### config.mk
export PLATFORM = sky130hd
export DESIGN_NAME = xbar_ctrl_writer
export DESIGN_NICKNAME = d
export VERILOG_FILES = /design/src/rtl/xbar_ctrl_writer.sv
export SDC_FILE = /design/constraint.sdc
export NUM_CORES = 1
export LEC_CHECK = 0
export ABC_AREA = 1
export ABC_CLOCK_PERIOD_IN_PS = 2200
export CORE_ASPECT_RATIO = 0.75
export CORE_MARGIN = 2
export CORE_UTILIZATION = 41
export DETAILED_ROUTE_END_ITERATION = 8
export GPL_TIMING_DRIVEN = 0
export PLACE_DENSITY = 0.8
export SETUP_SLACK_MARGIN = 0.2
export SLEW_MARGIN = 20
export SYNTH_ARGS = -nofsm -noshare
export SYNTH_HDL_FRONTEND = slang
export SYNTH_SLANG_ARGS = --single-unit
export TNS_END_PERCENT = 1
### constraint.sdc
create_clock -name clk -period 2.2 [get_ports clk]
set_input_delay 0.44 -clock clk [delete_from_list [all_inputs] [get_ports clk]]
set_output_delay 0.44 -clock clk [all_outputs]
set_load 0.02 [all_outputs]
### src/rtl/xbar_ctrl_writer.sv
`timescale 1ns/1ps
`default_nettype none
// ============================================================================
// Module   : xbar_ctrl_writer
// Purpose  : Builds and holds the control word of a blocking crossbar. It
//            accepts a route command {in_sel, out_sel, count}, programs the
//            mux/decoder selects, enables the crossbar and counts completed
//            transfers until count is reached or the route is aborted. It then
//            returns the number of completed transfers as a response.
// Ports    : clk, reset (async, active-low)
//            recv_msg/recv_val/recv_rdy : route command stream (in)
//            send_msg/send_val/send_rdy : completion response stream (out)
//            abort                      : end the active route early
//            xfer_val/xfer_rdy          : handshake of the routed output port
//            control                    : crossbar control word
//            xbar_en                    : crossbar enable
// Revision : 1.0 - initial release
// ============================================================================
module xbar_ctrl_writer #(
  parameter int N_INPUTS  = 2,
  parameter int N_OUTPUTS = 2,
  parameter int CNT_W     = 8,
  parameter int CTRL_W    = 42,
  localparam int SEL_I    = (N_INPUTS  > 2) ? $clog2(N_INPUTS)  : 1,
  localparam int SEL_O    = (N_OUTPUTS > 2) ? $clog2(N_OUTPUTS) : 1,
  localparam int MSG_W    = SEL_I + SEL_O + CNT_W
) (
  input  logic              clk,
  input  logic              reset,
  input  logic [MSG_W-1:0]  recv_msg,
  input  logic              recv_val,
  output logic              recv_rdy,
  output logic [CNT_W-1:0]  send_msg,
  output logic              send_val,
  input  logic              send_rdy,
  input  logic              abort,
  input  logic              xfer_val,
  input  logic              xfer_rdy,
  output logic [CTRL_W-1:0] control,
  output logic              xbar_en
);

  typedef enum logic [1:0] {
    IDLE   = 2'd0,
    LOAD   = 2'd1,
    ACTIVE = 2'd2,
    RESP   = 2'd3
  } state_t;

  state_t             state;
  state_t             state_nxt;
  logic [CNT_W-1:0]   count_q;
  logic [CNT_W-1:0]   done_cnt;
  logic [SEL_I-1:0]   cmd_in_sel;
  logic [SEL_O-1:0]   cmd_out_sel;
  logic [CNT_W-1:0]   cmd_count;
  logic [CTRL_W-1:0]  ctrl_new;
  logic               accept;
  logic               xfer;
  logic               last_xfer;

  assign cmd_in_sel  = recv_msg[MSG_W-1 -: SEL_I];
  assign cmd_out_sel = recv_msg[SEL_O+CNT_W-1 -: SEL_O];
  assign cmd_count   = recv_msg[CNT_W-1:0];

  // recv_rdy is a pure decode of state, gated low while reset is asserted.
  assign recv_rdy  = (state == IDLE) & reset;
  assign accept    = recv_val & recv_rdy;

  // xbar_en is only ever high in ACTIVE, so it doubles as the transfer qualifier.
  assign xfer      = xbar_en & xfer_val & xfer_rdy;
  assign last_xfer = xfer & ((done_cnt + CNT_W'(1)) == count_q);

  // The counter register itself is the response payload; it is frozen in RESP.
  assign send_msg  = done_cnt;

  always_comb begin
    ctrl_new = '0;
    ctrl_new[CTRL_W-1 -: SEL_I]       = cmd_in_sel;
    ctrl_new[CTRL_W-1-SEL_I -: SEL_O] = cmd_out_sel;
  end

  always_comb begin
    state_nxt = state;
    case (state)
      IDLE:    if (accept) state_nxt = LOAD;
      LOAD:    state_nxt = (count_q == '0) ? RESP : ACTIVE;
      ACTIVE:  if (abort || last_xfer) state_nxt = RESP;
      RESP:    if (send_val && send_rdy) state_nxt = IDLE;
      default: state_nxt = IDLE;
    endcase
  end

  always_ff @(posedge clk or negedge reset) begin
    if (!reset) begin
      state    <= IDLE;
      control  <= '0;
      xbar_en  <= 1'b0;
      send_val <= 1'b0;
      count_q  <= '0;
      done_cnt <= '0;
    end else begin
      state    <= state_nxt;
      // Enable and response valid are registered copies of the next state so
      // they change on exactly the edge that enters/leaves ACTIVE and RESP.
      xbar_en  <= (state_nxt == ACTIVE);
      send_val <= (state_nxt == RESP);
      if (accept) begin
        control  <= ctrl_new;
        count_q  <= cmd_count;
        done_cnt <= '0;
      end else if (xfer) begin
        done_cnt <= done_cnt + CNT_W'(1);
      end
    end
  end

endmodule
`default_nettype wire

==> metrics.md, run 1 <==
| Metric | Value |
|---|---|
| Status | `finished clean` |
| Yosys warnings | `0` |
| Synth-to-layout area growth | `37.9%` |
| Final setup viols | `0` |
| Post-DR wirelength/cell | `9.75 microns` |
| Initial drt markers | `127` |
| Sequential-to-total area share from yosys stat | `36.4%` |
| Nets | `295` |
| PD cells | `between 1000 and 1500 mW/mm^2` |
| Hold-fix buffers, CTS | `0` |
| WP data arrival | `1.37 ns` |
| Worst EP required | `approximately 1.8 ns` |
| Leak Pwr | `1.12 nW` |
| Worst path bufs/invs | `1` |
| Most frequent cells in the layout | `43 x nand2_1, 43 x buf_4, 40 x conb_1` |
| CP Capture Type | `output pin` |
| Design area | `0.00209 sq mm` |
| DR DRC count | `0` |
| Worst-Skew Late Latency | `0.26 ns` |
| CP peak stage delay | `0.65 ns` |
| All-Layer GR Usage | `15.8%` |
| Gr ovfl total | `0` |
| CP Class | `reg -> out` |
| CP startpoint kind | `register` |
| Seq cells post-synth | `22` |
| CTS HTree Levels | `1` |
| Root buffer cell | `clkbuf_8` |
| Min Hold Slack | `0.0555 ns` |
| Critical path peak fanout | `6` |
| Worst path cell trace | `clkdlybuf4s50_1` |
| Layout cells sized above 1 | `a little under a quarter` |
| Fin crit share | `82.4%` |
| Crit-path slowest cell | `clkdlybuf4s50_1` |
| Fin crit period | `1.81 ns` |
| DPL Wire Length | `~2400 microns` |
| Register area | `553 sq um` |
| Number of global-route vias before repair | `1205` |
| Kind of cell adding the most delay to the critical path | `buffers and inverters` |
| Initial antenna violation count | `0` |
| Sinks on Clock Net | `22` |
| Multi-input logic area | `701 sq um` |
| TNS Setup | `0 ns` |
| Largest net degree at the start of global routing | `24` |
| VDD IR max | `706 uV` |
| CTS buffer count | `3` |
| Fin. Hold Viols | `0` |
| Core area | `0.00359 sq mm` |
| Top-area cell type share of the netlist area | `roughly 36%` |
| Via density | `4.18` |
| CTS tree | `done` |
| IO Count | `70` |
| Power Total | `0.00222 W` |
| Cells after Synth | `a little over 200` |
| Max Cap Violations | `0` |
| Post-Syn Area | `0.00151 sq mm` |
| DR vias | `1372` |
| Placer Congestion | `around 0.83` |
| Distinct cells, synth | `24` |
| Diodes inserted | `0` |
| Unrepaired setup endpoints after global routing | `false` |
| Leading cell types by total area after synthesis | `dfrtp_1 36%, buf_4 20%, nand2_1 11%, inv_1 6.0%, nand3_1 5.6%` |
| Buffers added on ports | `29` |
| Die Height | `56.6 microns` |
| Largest area contributor in the netlist | `dfrtp_1` |
| Setup Skew | `0.00676 ns` |
| Placed insts | `322` |
| Die X | `roughly 74 microns` |
| ANT nets after route | `0` |
| Max-slew violation count | `0` |
| Clk pin slew, worst setup/hold paths | `0.08 ns` |
| Fmax | `0.552 GHz` |
| Hold Crit Class | `in -> async` |
| Row cnt | `19` |
| First-pass GRT wire length | `5150 microns` |
| FILL cells | `~350` |
| Placed Area | `0.00202 sq mm` |
| First-pass iteration count of the detailed router | `4` |
| Average size of a mapped cell | `between 7 and 8 sq um` |
| DRT Wirelength | `approximately 3200 microns` |
| Fin cells | `328` |
| Starting Density | `42.2%` |
| Die ar. | `~0.0042 sq mm` |
| Clk buf depth | `2` |
==> cell usage after synthesis (all sizes together) <==
cell type,instances
buf,40
o22ai,5
dfrtp,22
conb,1
nand4,1
nor4,1
a41oi,1
nor2,20
nand3,17
nand2,48
mux2,3
clkbuf,2
o21ai,4
inv,25
ha,1
xnor2,1
a21oi,9
nor3,1
==> where the power goes <==
part           internal, W  total (W)  switching [W]  leakage [nW]
logic             0.000505    0.00115       0.000645         0.826
clock network     0.000160   0.000291       0.000132        0.0288
registers         0.000596   0.000782       0.000186         0.261
total              0.00126    0.00222       0.000963          1.12
==> final timing paths <==
kind / startpoint / end / slack [ns] / cells past startpoint
min in group clk: control[41] / control[41] / 0.52 / 1
max in group asynchronous: reset / send_msg[1] / 1.90 / 1
max: send_msg[2] / send_msg[2] / 0.39 / 1
max reg2reg: send_msg[0] / xbar_en / 0.39 / 13
min reg2reg: control[41] / control[41] / 0.52 / 1
min: reset / count_q[7] / 0.06 / 1
==> final cells by class <==
type,count,share of cell area (%)
clock buffers,4,2.64
well taps,52,3.12
multi-input cells,152,33.6
inverters,25,4.50
repair buffers,31,14.4
flip-flops and latches,22,26.5
plain buffers,42,15.2
==> metal layers <==
metal	GRT usage, %	vias to the layer above	wire (microns)
li1	-	700	-
met1	20.5	598	1380
met2	25.1	68	1460
met3	5.39	6	325
met4	4.16	0	40
met5	0	-	0
==> through the flow <==
step	utilization (%)	worst slack, ns
6_report	58.1	0.387
5_1_grt	58.1	0.207
4_1_cts	57.6	0.279
3_5_place_dp	56.2	-0.802
3_3_place_gp	56.2	-0.765
2_1_floorplan	-	0.406
==> cells by family after synthesis <==
| family | Yosys count | synth area share [%] |
|---|---|---|
| AND/OR/NAND/NOR | 88 | 25.6 |
| buffers and inverters | 67 | 27.2 |
| flip-flops | 22 | 36.4 |
| AO/OA/AOI/OAI | 19 | 6.94 |
| multiplexers | 3 | 2.23 |
| adder cells (fa/ha/maj) | 1 | 0.826 |
| other | 1 | 0.248 |
| XOR/XNOR | 1 | 0.579 |
==> state kept, by name, indices dropped and copies added, names as in the netlist <==
signal	flops
count_q	8
control	2
send_val	1
xbar_en	1
state	2
send_msg	8
==> what timing repair did <==
item	in CTS	in global routing
gates resized for setup	7	3
setup buffers	0	2
endpoints found under the setup margin	21	3
Note: power is estimated with default switching activity, not from simulation.
==> run 2: changes to the inputs <==
--- a/config.mk
+++ b/config.mk
@@ -6,7 +6,7 @@
 export NUM_CORES = 1
 export LEC_CHECK = 0
 export ABC_AREA = 1
-export ABC_CLOCK_PERIOD_IN_PS = 2200
+export ABC_CLOCK_PERIOD_IN_PS = 1800
 export CORE_ASPECT_RATIO = 0.75
 export CORE_MARGIN = 2
 export CORE_UTILIZATION = 41
==> constraint.sdc (replaced) <==
create_clock -name clk -period 1.8 [get_ports clk]
set_input_delay 0.36 -clock clk [delete_from_list [all_inputs] [get_ports clk]]
set_output_delay 0.36 -clock clk [all_outputs]
set_load 0.02 [all_outputs]
==> metrics.md, run 2 (synthesized netlist as in run 1, its figures left out) <==
| Metric | Value |
|---|---|
| Reg2reg start | `send_msg[0]` |
| Nets | `296 (+0.34%)` |
| Worst EP required | `1.96 ns (+0.20 ns)` |
| Worst-margin pin slew | `0.580 ns` |
| ANT nets after route | `0 (unchanged)` |
| Clk buf depth | `2 (unchanged)` |
| Setup Skew | `0.00602 ns (-0.000739 ns)` |
| Max-slew headroom | `around 61%` |
| Met2 usage | `25.1% (unchanged)` |
| Placer Congestion | `0.826 (-0.52%)` |
| Gr ovfl total | `0 (unchanged)` |
| TNS Setup | `0 ns (unchanged)` |
| Status | `finished clean` |
| Most frequent cells in the layout | `43 x buf_4, 42 x nand2_1, 40 x conb_1` |
| Row cnt | `19 (unchanged)` |
| Fmax | `0.580 GHz` |
| Kind of cell adding the most delay to the critical path | `simple AND/OR/NAND/NOR gates` |
| WP data arrival | `1.88 ns (+0.51 ns)` |
| Min Hold Slack | `0.177 ns (+0.122 ns)` |
| Die Height | `56.6 microns (unchanged)` |
| Fin crit period | `1.72 ns` |
| PD cells | `1320 mW/mm^2 (+24%)` |
| Die ar. | `0.00420 sq mm (unchanged)` |
| GRT busiest layer | `met2` |
| Crit-path slowest cell | `dfrtp_2` |
| Stages on the worst setup path | `13 (+12)` |
| Clk pin slew, worst setup/hold paths | `0.08 ns (about the same)` |
| All-Layer GR Usage | `16.5% (+0.68 points)` |
| CP Class | `reg -> reg` |
| Critical path peak fanout | `3 (-3)` |
| Root buffer cell | `clkbuf_8` |
| CP peak stage delay | `0.44 ns (-0.21 ns)` |
| Buffers added on ports | `29 (unchanged)` |
| CTS tree | `done` |
| Layout cells sized above 1 | `24.5% (+1.7 points)` |
| Worst-Skew Late Latency | `0.27 ns (about the same)` |
| CP Capture Type | `register` |
| Fin crit share | `95.8%` |
| DR DRC count | `0 (unchanged)` |
| Leak Pwr | `1.30 nW (+17%)` |
| Final setup viols | `0 (unchanged)` |
| Starting Density | `42.2% (unchanged)` |
| DPL Wire Length | `2580 microns (+5.2%)` |
| Worst path cell trace | `ha_4 > xnor2_2 > nand3_1 > nor2_1 > nand2_1 > nor2_1 > nand3_1 > nand2_1 > nand2_1 > nand2_2 > nand2_2 > nand2_2 > nor2_2` |
| Largest net degree at the start of global routing | `23 (-4.2%)` |
| CTS buffer count | `3 (unchanged)` |
| Hold Crit Class | `in -> async` |
| CP startpoint kind | `register` |
| First-pass iteration count of the detailed router | `4 (unchanged)` |
| Fin util | `60.4% (+2.2 points)` |
| Fin. Hold Viols | `0 (unchanged)` |
| Max-slew violation count | `0 (unchanged)` |
| Number of global-route vias before repair | `1223 (+1.5%)` |
| Initial drt markers | `121 (-4.7%)` |
| Met3 Track Usage GR | `5.03% (-0.36 points)` |
| First-pass GRT wire length | `5290 microns (+2.7%)` |
| Sinks on Clock Net | `22 (unchanged)` |
| CTS HTree Levels | `1 (unchanged)` |
| R2r setup slk | `0.08 ns (-0.31 ns)` |
| Post-DR wirelength/cell | `9.79 microns (+0.41%)` |
| Worst reg2reg endpoint | `xbar_en` |
| DR vias | `1362 (-0.73%)` |
| Die X | `74.2 microns (unchanged)` |
| Worst path bufs/invs | `0 (-1)` |
| Placed Area | `0.00204 sq mm (+1.2%)` |
| Synth-to-layout area growth | `43.1%` |
| VDD IR max | `833 uV (+18%)` |
| Max Cap Violations | `0 (unchanged)` |
| Design area | `0.00217 sq mm (+3.8%)` |
| Via density | `4.14 (-1.0%)` |
| Met1 usage | `22.0% (+1.5 points)` |
| Worst reg-to-reg path cell count | `13 (unchanged)` |
| Initial antenna violation count | `0 (unchanged)` |
| IO Count | `70 (unchanged)` |
| Commonest non-fill, non-tap cell in the layout | `buf_4` |
| Diodes inserted | `0 (unchanged)` |
| Unrepaired setup endpoints after global routing | `true` |
| Core area | `0.00359 sq mm (unchanged)` |
| DRT Wirelength | `3220 microns (+0.72%)` |
-- run 2: changes by cell type in the layout (fill, tap and decap cells not counted), sizes merged --
cell,delta
bufinv,+1
dlymetal6s2s,+11
dlygate4sd2,+1
clkdlybuf4s50,-12
-- run 2: final cells by class --
cell class / count / area, sq um
buffer: 42 / 318
clock buffer: 3 / 41.3
clock inverter: 1 / 30.0
fill: 334 / 1420
inverter: 25 / 93.8
multi-input combinational: 152 / 733
sequential: 22 / 553
tap: 52 / 65.1
timing repair buffer: 32 / 333
-- run 2: worst register-to-register path: cells and delay by family (launching register included) --
kind,cells,cell delay (ns)
XOR/XNOR,1,0.10
flip-flops,1,0.44
adder cells (fa/ha/maj),1,0.29
AND/OR/NAND/NOR,11,0.79
-- run 2: where the power goes --
part / leakage, nW / internal [W] / total [W] / switching (W)
logic: 1.00 / 0.000637 / 0.00145 / 0.000814
registers: 0.261 / 0.000728 / 0.000944 / 0.000215
clock network: 0.0357 / 0.000297 / 0.000464 / 0.000166
total: 1.30 / 0.00166 / 0.00286 / 0.00120
-- run 2: metal layers --
| metal | vias up | wire (microns) |
|---|---|---|
| li1 | 708 | - |
| met1 | 584 | 1410 |
| met2 | 62 | 1470 |
| met3 | 8 | 268 |
| met4 | 0 | 68 |
| met5 | - | 0 |
-- run 2: how the worst max path moves through the flow --
stage                 from  endpoint
5_1_grt        send_msg[0]   xbar_en
2_1_floorplan  send_msg[0]   xbar_en
3_3_place_gp         reset  recv_rdy
3_5_place_dp         reset  recv_rdy
4_1_cts        send_msg[1]   xbar_en
6_report       send_msg[0]   xbar_en
-- run 2: metrics by stage --
step / instances / worst slack (ns) / total power, W
after floorplan: 241 / 0.154 / 0.00188
after global placement: 322 / -1.01 / 0.00231
after detailed placement: 322 / -1.04 / 0.00236
after CTS: 329 / 0.0341 / 0.00286
after global routing: 329 / -0.120 / 0.00310
final: 329 / 0.0757 / 0.00286
-- run 2: repair_timing --
item                                    4_1_cts  5_1_grt
endpoints found under the setup margin       32       22
hold buffers                                  1        0
gates resized for setup                       9       13
pin swaps                                     0        4
hold endpoints to repair                     22        0
buffers inserted                              2        0
==> run 3: changes to the inputs <==
--- a/config.mk
+++ b/config.mk
@@ -8,7 +8,6 @@
 export ABC_AREA = 1
 export ABC_CLOCK_PERIOD_IN_PS = 1800
 export CORE_ASPECT_RATIO = 0.75
-export CORE_MARGIN = 2
 export CORE_UTILIZATION = 41
 export DETAILED_ROUTE_END_ITERATION = 8
 export GPL_TIMING_DRIVEN = 0
==> metrics.md, run 3 (synthesized netlist as in run 1, its figures left out) <==
| Metric | Value |
|---|---|
| Crit-path slowest cell | `dfrtp_2` |
| Setup Skew | `0.00549 ns (-0.000528 ns)` |
| Gr ovfl total | `0 (unchanged)` |
| Top layer in use | `met4` |
| IO Count | `70 (unchanged)` |
| Met2 wire len | `1570 microns (+6.4%)` |
| Initial antenna violation count | `0 (unchanged)` |
| First-pass GRT wire length | `5280 microns (-0.13%)` |
| Row cnt | `18 (-1)` |
| CP startpoint kind | `register` |
| Psw | `0.00123 W (+2.6%)` |
| Status | `finished clean` |
| Metal-1 WL | `1470 microns (+4.1%)` |
| CP peak stage delay | `0.44 ns (about the same)` |
| Fin. Hold Viols | `0 (unchanged)` |
| Reg2reg start | `send_msg[1]` |
| Placed Area | `0.00204 sq mm (-0.12%)` |
| Hold Crit Class | `in -> async` |
| DR DRC count | `0 (unchanged)` |
| WL met3 | `260 microns (-3.0%)` |
| CTS HTree Levels | `1 (unchanged)` |
| Fin crit share | `98.8% (+3.0 points)` |
| Kind of cell adding the most delay to the critical path | `simple AND/OR/NAND/NOR gates` |
| Setup Slack @ Placement | `-1.02 ns (+0.0232 ns)` |
| Worst-Skew Late Latency | `0.26 ns (about the same)` |
| Worst EP required | `1.94 ns (-0.02 ns)` |
| Max-slew violation count | `0 (unchanged)` |
| Internal | `0.00158 W (-5.1%)` |
| Worst path cell trace | `ha_4 > xnor2_2 > nand3_1 > nor2_2 > nand2_1 > nor2_1 > nand3_1 > nand2_1 > nand2_1 > nand2_1 > nand2_2 > nand2_2 > nor2_2` |
| CTS buffer count | `3 (unchanged)` |
| Sinks on Clock Net | `22 (unchanged)` |
| Sw Share | `43.7% (+1.9 points)` |
| DR vias | `1357 (-0.37%)` |
| Final setup viols | `0 (unchanged)` |
| Clk buf depth | `2 (unchanged)` |
| Worst path bufs/invs | `0 (unchanged)` |
| Nets | `297 (+0.34%)` |
| ANT nets after route | `0 (unchanged)` |
| Largest net degree at the start of global routing | `23 (unchanged)` |
| Comb pwr share | `53.6% (+2.8 points)` |
| Most frequent cell on the critical path | `nand2_1` |
| Max-slew headroom | `66.1% (+4.8 points)` |
| Die Height | `54.6 microns (-3.5%)` |
| Root buffer cell | `clkbuf_8` |
| Synth-to-layout area growth | `42.6%` |
| Number of global-route vias before repair | `1170 (-4.3%)` |
| DPL Wire Length | `2520 microns (-2.0%)` |
| Worst setup margin | `0.0225 ns (-0.0532 ns)` |
| PD cells | `1300 mW/mm^2 (-1.5%)` |
| Via density | `4.14 (about the same)` |
| Diodes inserted | `0 (unchanged)` |
| First-pass iteration count of the detailed router | `4 (unchanged)` |
| DRT Wirelength | `3350 microns (+4.1%)` |
| Seq pwr share | `33.8% (+0.8 points)` |
| Fin crit period | `1.78 ns (+0.0532 ns)` |
| Buffers added on ports | `29 (unchanged)` |
| Worst-margin pin slew | `0.509 ns (-0.0716 ns)` |
| Layout cells sized above 1 | `25.2% (+0.63 points)` |
| All-Layer GR Usage | `18.2% (+1.7 points)` |
| Worst Setup SP | `send_msg[1]` |
| Design area | `0.00216 sq mm (-0.35%)` |
| WP data arrival | `1.92 ns (+0.04 ns)` |
| Leak Pwr | `1.29 nW (-1.2%)` |
| Clk pin slew, worst setup/hold paths | `0.08 ns (about the same)` |
| Initial drt markers | `65 (-46%)` |
| Commonest non-fill, non-tap cell in the layout | `buf_4` |
| Post-DR wirelength/cell | `10.2 microns (+4.4%)` |
| Die ar. | `0.00394 sq mm (-6.1%)` |
| CP Class | `reg -> reg` |
| CTS tree | `done` |
| VDD IR max | `702 uV (-16%)` |
| Critical path peak fanout | `3 (unchanged)` |
| Most frequent cells in the layout | `45 x buf_4, 43 x nand2_1, 40 x conb_1` |
| Die X | `72.2 microns (-2.7%)` |
| CP Capture Type | `register` |
| Fmax | `0.563 GHz (-3.0%)` |
| Clock power frac | `12.6% (-3.6 points)` |
| Max Cap Violations | `0 (unchanged)` |
| Starting Density | `44.5% (+2.3 points)` |
| Placer Congestion | `0.805 (-2.5%)` |
| Core area | `0.00340 sq mm (-5.3%)` |
| Unrepaired setup endpoints after global routing | `true` |
==> run 3: layout make-up <==
cell class / count / area [sq um]
timing repair buffer: 33 / 337
tap: 50 / 62.6
multi-input combinational: 152 / 738
sequential: 22 / 553
buffer: 42 / 318
fill: 318 / 1240
inverter: 25 / 96.3
clock buffer: 4 / 55.1
==> run 3: worst register-to-register path, delay by kind of cell (launching register included) <==
family,cells,cell delay (ns)
XOR/XNOR,1,0.14
adder cells (fa/ha/maj),1,0.26
flip-flops,1,0.44
AND/OR/NAND/NOR,11,0.84
==> run 3: stage by stage <==
stage	total power (W)	util, %	instances	TNS [ns]	hold WS [ns]
6_report	0.00281	63.5	328	0	0.160
5_1_grt	0.00302	63.5	328	-0.172	0.198
4_1_cts	0.00278	62.6	328	0	0.513
3_5_place_dp	0.00237	59.9	320	-16.33	0.497
3_3_place_gp	0.00232	59.9	320	-15.91	0.485
2_1_floorplan	0.00188	-	241	0	0.0644
==> run 3: final timing paths <==
kind,slack [ns],end,depth (start not counted)
max,0.02,xbar_en,13
min reg2reg,0.50,control[41],1
min in group clk,0.50,control[41],1
min,0.16,send_msg[6],2
max in group asynchronous,1.27,send_msg[1],2
max reg2reg,0.02,xbar_en,13
==> run 3: power groups by stage <==
stage               Clock, W  Combinational, W  Sequential, W
global route        0.000388           0.00165       0.000981
finish              0.000354           0.00150       0.000947
detailed placement         0           0.00139       0.000979
CTS                 0.000364           0.00147       0.000943
global placement           0           0.00135       0.000970
floorplan                  0          0.000799        0.00108
==> run 3: metal layers <==
layer,track usage [%],vias up
met1,22.6,588
li1,-,705
met5,0,-
met3,5.52,6
met4,4.58,0
met2,31.3,58
==> run 3: timing repair <==
| action | 4_1_cts | 5_1_grt |
|---|---|---|
| gates resized for setup | 10 | 17 |
| endpoints found under the hold margin | 22 | 0 |
| hold buffers | 1 | 0 |
| endpoints found under the setup margin | 32 | 23 |
| pin swaps | 0 | 1 |
| buffers inserted | 3 | 0 |
